[src/rtl/cla_pipe_adder_if.sv]
// Operand/result handshake bundle for the pipelined CLA adder.
// The master drives operands and out_ready; the slave (the adder) returns results.
interface cla_pipe_adder_if #(
    parameter int WIDTH = 16
);
    logic             in_valid;
    logic             in_ready;
    logic [WIDTH-1:0] a;
    logic [WIDTH-1:0] b;
    logic             cin;
    logic             sub;
    logic             out_valid;
    logic             out_ready;
    logic [WIDTH-1:0] sum;
    logic             cout;
    logic             ovf;
    logic             zero;

    modport master (
        output in_valid, a, b, cin, sub, out_ready,
        input  in_ready, out_valid, sum, cout, ovf, zero
    );

    modport slave (
        input  in_valid, a, b, cin, sub, out_ready,
        output in_ready, out_valid, sum, cout, ovf, zero
    );
endinterface

[src/rtl/cla_pipe_adder.sv]
// Two-stage pipelined carry-lookahead adder/subtractor with valid/ready flow control.
// Stage 1 registers bit and group propagate/generate; stage 2 resolves carries and flags.
module cla_pipe_adder #(
    parameter int WIDTH = 16,
    parameter int BLK   = 4
) (
    input  logic              clk,
    input  logic              rst_n,
    cla_pipe_adder_if.slave   bus
);
    localparam int NG = WIDTH / BLK;

    logic [WIDTH-1:0] bb_s;
    logic             c0_s;
    logic [WIDTH-1:0] p_s;
    logic [WIDTH-1:0] g_s;
    logic [NG-1:0]    gp_s;
    logic [NG-1:0]    gg_s;

    logic [WIDTH-1:0] p_r;
    logic [WIDTH-1:0] g_r;
    logic [NG-1:0]    gp_r;
    logic [NG-1:0]    gg_r;
    logic             c0_r;
    logic             amsb_r;
    logic             bmsb_r;
    logic             v1_r;

    logic [NG:0]      gc_s;
    logic [WIDTH:0]   c_s;
    logic [WIDTH-1:0] sum_s;

    logic             adv2_s;
    logic             in_ready_s;
    logic             take_s;

    logic [WIDTH-1:0] sum_r;
    logic             cout_r;
    logic             ovf_r;
    logic             zero_r;
    logic             out_valid_r;

    // Subtraction is a + ~b + 1, so condition B and the carry-in up front.
    always_comb begin
        bb_s = bus.sub ? ~bus.b : bus.b;
        c0_s = bus.sub ? 1'b1 : bus.cin;
    end

    assign p_s = bus.a ^ bb_s;
    assign g_s = bus.a & bb_s;

    // Group propagate/generate as flat sum-of-products over each BLK-bit group.
    always_comb begin : grp_pg_c
        logic acc;
        acc  = 1'b0;
        gp_s = '0;
        gg_s = '0;
        for (int k = 0; k < NG; k++) begin
            gp_s[k] = &p_s[k*BLK +: BLK];
            for (int i = 0; i < BLK; i++) begin
                acc = g_s[k*BLK+i];
                for (int m = i + 1; m < BLK; m++) begin
                    acc = acc & p_s[k*BLK+m];
                end
                gg_s[k] = gg_s[k] | acc;
            end
        end
    end

    assign adv2_s     = ~out_valid_r | bus.out_ready;
    assign in_ready_s = ~v1_r | adv2_s;
    assign take_s     = bus.in_valid & in_ready_s;

    // Stage 1 register: captures conditioned operands on an input transfer.
    always_ff @(posedge clk or negedge rst_n) begin
        if (!rst_n) begin
            v1_r   <= 1'b0;
            p_r    <= '0;
            g_r    <= '0;
            gp_r   <= '0;
            gg_r   <= '0;
            c0_r   <= 1'b0;
            amsb_r <= 1'b0;
            bmsb_r <= 1'b0;
        end else begin
            if (in_ready_s) begin
                v1_r <= bus.in_valid;
            end
            if (take_s) begin
                p_r    <= p_s;
                g_r    <= g_s;
                gp_r   <= gp_s;
                gg_r   <= gg_s;
                c0_r   <= c0_s;
                amsb_r <= bus.a[WIDTH-1];
                bmsb_r <= bb_s[WIDTH-1];
            end
        end
    end

    // Second-level lookahead: each group carry is a flat function of G, P and c0.
    always_comb begin : grp_carry_c
        logic acc;
        logic any;
        acc     = 1'b0;
        any     = 1'b0;
        gc_s    = '0;
        gc_s[0] = c0_r;
        for (int k = 0; k < NG; k++) begin
            acc = c0_r;
            for (int j = 0; j <= k; j++) begin
                acc = acc & gp_r[j];
            end
            any = acc;
            for (int j = 0; j <= k; j++) begin
                acc = gg_r[j];
                for (int m = j + 1; m <= k; m++) begin
                    acc = acc & gp_r[m];
                end
                any = any | acc;
            end
            gc_s[k+1] = any;
        end
    end

    // Intra-group carries looked ahead from each group's incoming carry.
    always_comb begin : bit_carry_c
        logic acc;
        logic any;
        acc = 1'b0;
        any = 1'b0;
        c_s = '0;
        for (int k = 0; k < NG; k++) begin
            for (int i = 0; i < BLK; i++) begin
                acc = gc_s[k];
                for (int m = 0; m < i; m++) begin
                    acc = acc & p_r[k*BLK+m];
                end
                any = acc;
                for (int j = 0; j < i; j++) begin
                    acc = g_r[k*BLK+j];
                    for (int m = j + 1; m < i; m++) begin
                        acc = acc & p_r[k*BLK+m];
                    end
                    any = any | acc;
                end
                c_s[k*BLK+i] = any;
            end
        end
        c_s[WIDTH] = gc_s[NG];
        sum_s      = p_r ^ c_s[WIDTH-1:0];
    end

    // Stage 2 register: results hold while the consumer stalls.
    always_ff @(posedge clk or negedge rst_n) begin
        if (!rst_n) begin
            out_valid_r <= 1'b0;
            sum_r       <= '0;
            cout_r      <= 1'b0;
            ovf_r       <= 1'b0;
            zero_r      <= 1'b0;
        end else begin
            if (adv2_s) begin
                out_valid_r <= v1_r;
                if (v1_r) begin
                    sum_r  <= sum_s;
                    cout_r <= c_s[WIDTH];
                    // Same as c[W-1]^c[W]: like-signed inputs giving an opposite-signed sum.
                    ovf_r  <= ~(amsb_r ^ bmsb_r) & (amsb_r ^ sum_s[WIDTH-1]);
                    zero_r <= (sum_s == '0);
                end
            end
        end
    end

    assign bus.in_ready  = in_ready_s;
    assign bus.out_valid = out_valid_r;
    assign bus.sum       = sum_r;
    assign bus.cout      = cout_r;
    assign bus.ovf       = ovf_r;
    assign bus.zero      = zero_r;
endmodule
[src/flat_wrapper.sv]
// flat-port wrapper written by rule: the top's interface ports become plain ports
module cla_pipe_adder_flat 
#(
    parameter int WIDTH = 16,
    parameter int BLK   = 4
)
  (clk, rst_n, bus_in_valid, bus_a, bus_b, bus_cin, bus_sub, bus_out_ready, bus_in_ready, bus_out_valid, bus_sum, bus_cout, bus_ovf, bus_zero);
  cla_pipe_adder_if #(.WIDTH(WIDTH)) bus_i ();
  input  logic clk;
  input  logic rst_n;
  input wire logic [$bits(bus_i.in_valid)-1:0] bus_in_valid;
  input wire logic [$bits(bus_i.a)-1:0] bus_a;
  input wire logic [$bits(bus_i.b)-1:0] bus_b;
  input wire logic [$bits(bus_i.cin)-1:0] bus_cin;
  input wire logic [$bits(bus_i.sub)-1:0] bus_sub;
  input wire logic [$bits(bus_i.out_ready)-1:0] bus_out_ready;
  output wire logic [$bits(bus_i.in_ready)-1:0] bus_in_ready;
  output wire logic [$bits(bus_i.out_valid)-1:0] bus_out_valid;
  output wire logic [$bits(bus_i.sum)-1:0] bus_sum;
  output wire logic [$bits(bus_i.cout)-1:0] bus_cout;
  output wire logic [$bits(bus_i.ovf)-1:0] bus_ovf;
  output wire logic [$bits(bus_i.zero)-1:0] bus_zero;
  assign bus_i.in_valid = bus_in_valid;
  assign bus_i.a = bus_a;
  assign bus_i.b = bus_b;
  assign bus_i.cin = bus_cin;
  assign bus_i.sub = bus_sub;
  assign bus_i.out_ready = bus_out_ready;
  assign bus_in_ready = bus_i.in_ready;
  assign bus_out_valid = bus_i.out_valid;
  assign bus_sum = bus_i.sum;
  assign bus_cout = bus_i.cout;
  assign bus_ovf = bus_i.ovf;
  assign bus_zero = bus_i.zero;
  cla_pipe_adder #(.WIDTH(WIDTH), .BLK(BLK)) u_core (.clk(clk), .rst_n(rst_n), .bus(bus_i));
endmodule
[config.mk]
export PLATFORM = sky130hd
export DESIGN_NAME = cla_pipe_adder_flat
export DESIGN_NICKNAME = d
export VERILOG_FILES = /design/src/rtl/cla_pipe_adder_if.sv /design/src/rtl/cla_pipe_adder.sv /design/src/flat_wrapper.sv
export SDC_FILE = /design/constraint.sdc
export NUM_CORES = 1
export LEC_CHECK = 0
export ABC_AREA = 1
export BUFFER_PORTS_ARGS = -buffer_cell sky130_fd_sc_hd__buf_2
export CAP_MARGIN = 20
export CORE_MARGIN = 2
export CORE_UTILIZATION = 30
export DETAILED_ROUTE_END_ITERATION = 6
export PLACE_DENSITY = 0.55
export SETUP_SLACK_MARGIN = 0.3
export SYNTH_ARGS = -nofsm -noshare
export SYNTH_HDL_FRONTEND = slang
export SYNTH_SLANG_ARGS = --single-unit
[constraint.sdc]
create_clock -name clk -period 2.5 [get_ports clk]
set_input_delay 0.125 -clock clk [delete_from_list [all_inputs] [get_ports clk]]
set_output_delay 0.125 -clock clk [all_outputs]
set_load 0.02 [all_outputs]
* Word level (Yosys, flattened, before mapping)
Cells that the tools add are included.
Word-level totals: register bits after elaboration 63, output and inout port bits 21, input bits 38
Operators by class: multiplexer cells 2, bitwise logic cells 117, reduce and logical (&&, ||, !) cells 6
Operators with widths (count):
- 1-bit AND | 60
- 1-bit bitwise OR | 48
- 16-bit XOR | 2
- 16-bit AND | 1
- 16-bit logical NOT | 1
- 16-bit 2-to-1 mux | 1
- 16-bit inverter | 1
- 4-bit AND reduction | 4
- 1-bit inverter | 3
- 2-bit AND reduction | 1
- 1-bit XOR | 2
- 1-bit 2-to-1 mux | 1

* Depth between registers and ports, before layout
word-level depth 15, gate-level depth with buffers 15

* Worst setup path before layout
No wires, ideal clock.
path type register -> register, start point register u_core.c0_r, end point register u_core.zero_r, in the netlist u_core.bus.zero, cell stages (with the launch flop) 16, setup slack 972 ps, period minus slack after synthesis 1528 ps, library setup time 65 ps, buffers on the path 0, data arrival time 1463 ps, cell sequence dfrtp_1 -> inv_1 -> o21ai_0 -> nand2_1 -> nand2_1 -> ha_1 -> nand2_1 -> nand3_1 -> nand2_1 -> nand2_1 -> nand2_1 -> nand2_1 -> nand2_1 -> nor2_1 -> nand2_1 -> nand2_1
Between the ends: cells in the longest elaborated chain, start to end 14
Ends and longest elaborated chain:
- start: declaration | RTL line cla_pipe_adder.sv:24 | logic c0_r;
- start signal: assignment | RTL line cla_pipe_adder.sv:94 | c0_r <= c0_s;
- 1-bit AND (3 in series) | RTL line cla_pipe_adder.sv:112 | acc = acc & gp_r[j];
- 1-bit bitwise OR (3 in series) | RTL line cla_pipe_adder.sv:120 | any = any | acc;
- 1-bit AND (3 in series) | RTL line cla_pipe_adder.sv:137 | acc = acc & p_r[k*BLK+m];
- 1-bit bitwise OR (3 in series) | RTL line cla_pipe_adder.sv:145 | any = any | acc;
- 16-bit XOR * | RTL line cla_pipe_adder.sv:151 | sum_s = p_r ^ c_s[WIDTH-1:0];
- 16-bit logical NOT * | RTL line cla_pipe_adder.sv:170 | zero_r <= (sum_s == '0);
- end signal: assignment | RTL line cla_pipe_adder.sv:170
- end: declaration | RTL line cla_pipe_adder.sv:40 | logic zero_r;
Every way passes the cells marked *; elsewhere a longest branch is shown, timed or not. A chain may end at the register's enable or synchronous reset.

* Worst setup path in the final report
Same ends and word-level chain as after synthesis.

==> flow_metrics.py <==
metrics = {
    "clock_network": {
        "clkTransAtPathRegs_ns": 0.07,
        "clock_sinks": 60,
        "cts_resized": 0,
        "root_buffer": "clkbuf_8",
        "cts_tree": "yes",
        "cts_buffers": 9,
        "h-tree-depth": 3,
        "clk_path_buf_depth": 2,
        "clock_latency_ns": 0.33,
    },
    "place": {
        "dpl.cell_count": 570,
        "pre_cts_slack_ns": 0.741,
        "gp_congestion": 0.831,
        "hpwlAfterDp_microns": 5580,
        "numPortBuffers": 58,
        "dpl_cell_area_sq_mm": 0.00367,
    },
    "route": {
        "first_pass_iters": 4,
        "avgViaCountPerCell": 4.46,
        "vias": 2612,
        "drc_errors": 0,
        "wl_microns": 7180,
        "drt_iter0_markers": 132,
        "wl_per_cell_microns": 12.2,
        "antenna_left": 0,
    },
    "logic_synthesis": {
        "ys_types": 30,
        "avgSynthCellArea_sq_um": 8.57,
        "synth_area_leaders": "dfrtp_1, nand2_1, ha_1",
        "synth-main-ff-cell": "dfrtp_1",
        "postSynthNetCount": 440,
        "yosysMostFrequentCell": "nand2_1",
        "synth-edff-count": 0,
        "synth-seq-cells": 60,
        "synth_common_cells": "nand2_1, dfrtp_1, inv_1",
        "synth_top_area_share_pct": 45.9,
        "async_reset_ff_share_pct": 100,
        "yosys.area.top_type": "dfrtp_1",
        "syn_inst": 382,
        "syn_area_sq_mm": 0.00327,
        "yosysWarnings": 0,
        "synth-seq-area-share_pct": 45.9,
    },
    "die": {
        "initial_core_util_pct": 30.4,
        "num_rows": 38,
        "die_area_sq_mm": 0.0118,
        "ios": 59,
        "die_w_microns": 108,
        "die_h_microns": 108,
        "core_region_area_sq_mm": 0.0107,
    },
    "global_route": {
        "use_met1_pct": 19.7,
        "grt_pass1_vias": 2555,
        "use_met2_pct": 19.4,
        "grt_max_degree": 51,
        "track_usage_pct": 13.7,
        "antenna_found_initial": 0,
        "met3_usage_pct": 3.98,
        "grt-busiest-layer": "met1",
        "overflow": 0,
        "grt_first_pass_wirelength_microns": 12400,
    },
    "power": {
        "internal_power_mw": 2.12,
        "power.total_mw": 3.30,
        "power_density_mw_per_mm2": 851,
        "peakVddDrop_uv": 252,
        "p_sw_mw": 1.18,
        "switching_share_pct": 35.8,
        "leakage_nw": 1.99,
        "pwr-share-clk_pct": 27.0,
        "combPwrFrac_pct": 32.4,
        "seq_power_share_pct": 40.7,
    },
    "cells_and_area": {
        "fillCellCount": 1146,
        "utilization_pct": 36.1,
        "fin_cells": 586,
        "fin_nets": 500,
        "design_area_sq_mm": 0.00388,
        "final_layout_size_suffix_gt1_share_pct": 22.2,
        "areaGrowthSynthToFinish_pct": 18.5,
        "antennaDiodeCount": 0,
    },
    "flow_run": {
        "cap_viol_max_count": 0,
    },
    "sta": {
        "timing.hold.ws_ns": 0.0213,
        "post-route-min-period_ns": 1.75,
        "max_freq_mhz": 570,
        "rsz0062_at_grt": "false",
        "final.setup.worst_slack_ns": 0.746,
        "slew-limit-headroom_pct": 51.6,
        "final.setup.tns_ns": 0,
        "fin_crit_sh_pct": 70.1,
        "hold_viol_final": 0,
        "setup_viol": 0,
        "tightest_slew_ns": 0.726,
        "final_max_slew_viol_count": 0,
        "clock-skew-final_ns": 0.00773,
    },
    "worst_setup_path": {
        "crit_path_start_kind": "flip-flop",
        "crit_arrival_ns": 2.03,
        "crit_fanout": 3,
        "critPathCaptureType": "flip-flop",
        "critPathRequiredTime_ns": 2.77,
        "path_class": "flip-flop to flip-flop",
    },
    "worst_hold_path": {
        "worstHoldPathType": "input port to flip-flop",
    },
    "outcome": {
        "status": "completed",
    },
}
==> final timing paths <==
path	from	end	slack [ns]	cells past startpoint
worst max-delay path	u_core.c0_r$_DFFE_PN0P_	u_core.bus.zero$_DFFE_PN0P_	0.75	15
worst min-delay path	bus_cin	u_core.c0_r$_DFFE_PN0P_	0.02	3
worst max register to register	u_core.c0_r$_DFFE_PN0P_	u_core.bus.zero$_DFFE_PN0P_	0.75	15
worst min register to register	u_core.bus.ovf$_DFFE_PN0P_	u_core.bus.ovf$_DFFE_PN0P_	0.48	2
max in group asynchronous	rst_n	u_core.bus.sum[14]$_DFFE_PN0P_	1.48	3
min in group asynchronous	rst_n	u_core.g_r[4]$_DFFE_PN0P_	0.40	2
==> flip-flops by register name, summed over array words and instances (netlist names), 4 cells and up <==
signal	cells
u_core.gg_r	4
u_core.p_r	16
u_core.bus.sum	16
u_core.g_r	12
u_core.gp_r	4
==> cell families (layout without fill, tap and decap cells) <==
family,Yosys count,in the layout,synth area share [%]
compound gates,59,59,12.1
xor+xnor,16,16,4.28
fa+ha+maj,20,20,7.65
buf+inv,50,114,7.46
flops,60,60,45.9
simple gates,177,177,22.6
==> worst max-delay path, cell delays in order, from the launching register on <==
cell	delay, ns
dfrtp_1	0.37
inv_1	0.07
o21ai_0	0.25
nand2_1	0.08
nand2_1	0.07
ha_1	0.17
nand2_1	0.09
nand3_1	0.11
nand2_1	0.08
nand2_1	0.06
nand2_1	0.04
nand2_1	0.06
nand2_1	0.06
nor2_1	0.08
nand2_1	0.05
nand2_1	0.05
==> cell type report <==
| cell class | count | area, sq um | share of cell area, % |
|---|---|---|---|
| multi-input cells | 272 | 1530 | 39.4 |
| flip-flops and latches | 60 | 1500 | 38.7 |
| repair buffers | 61 | 328 | 8.45 |
| well taps | 140 | 175 | 4.52 |
| clock buffers | 14 | 173 | 4.45 |
| inverters | 38 | 145 | 3.74 |
| clock inverters | 1 | 30.0 | 0.774 |
==> layout by cell type (no fill, tap or decap), types with 14 or more instances in the layout <==
cell     instances
ha_1            20
nand2_1        125
xor2_1          16
inv_1           35
buf_2           58
nand3_1         21
dfrtp_1         60
nor2_1          14
==> power by group through the flow <==
stage / Clock [mW] / Combinational [mW] / Sequential [mW]
after floorplan: 0 / 0.598 / 1.49
after CTS: 0.908 / 1.09 / 1.34
after detailed placement: 0 / 1.08 / 1.36
after global routing: 0.969 / 1.23 / 1.37
after global placement: 0 / 1.07 / 1.36
final: 0.890 / 1.07 / 1.34
==> what timing repair did <==
action,4_1_cts,5_1_grt
setup buffers,0,0
hold endpoints to repair,30,0
hold buffers,1,0
==> metal layers <==
metal / wire [microns] / part of all wire, %
met4: 137 / 1.9
met2: 2980 / 41
met1: 3800 / 53
met5: 0 / 0
met3: 258 / 3.6
Power figures use the tool's default switching activity.
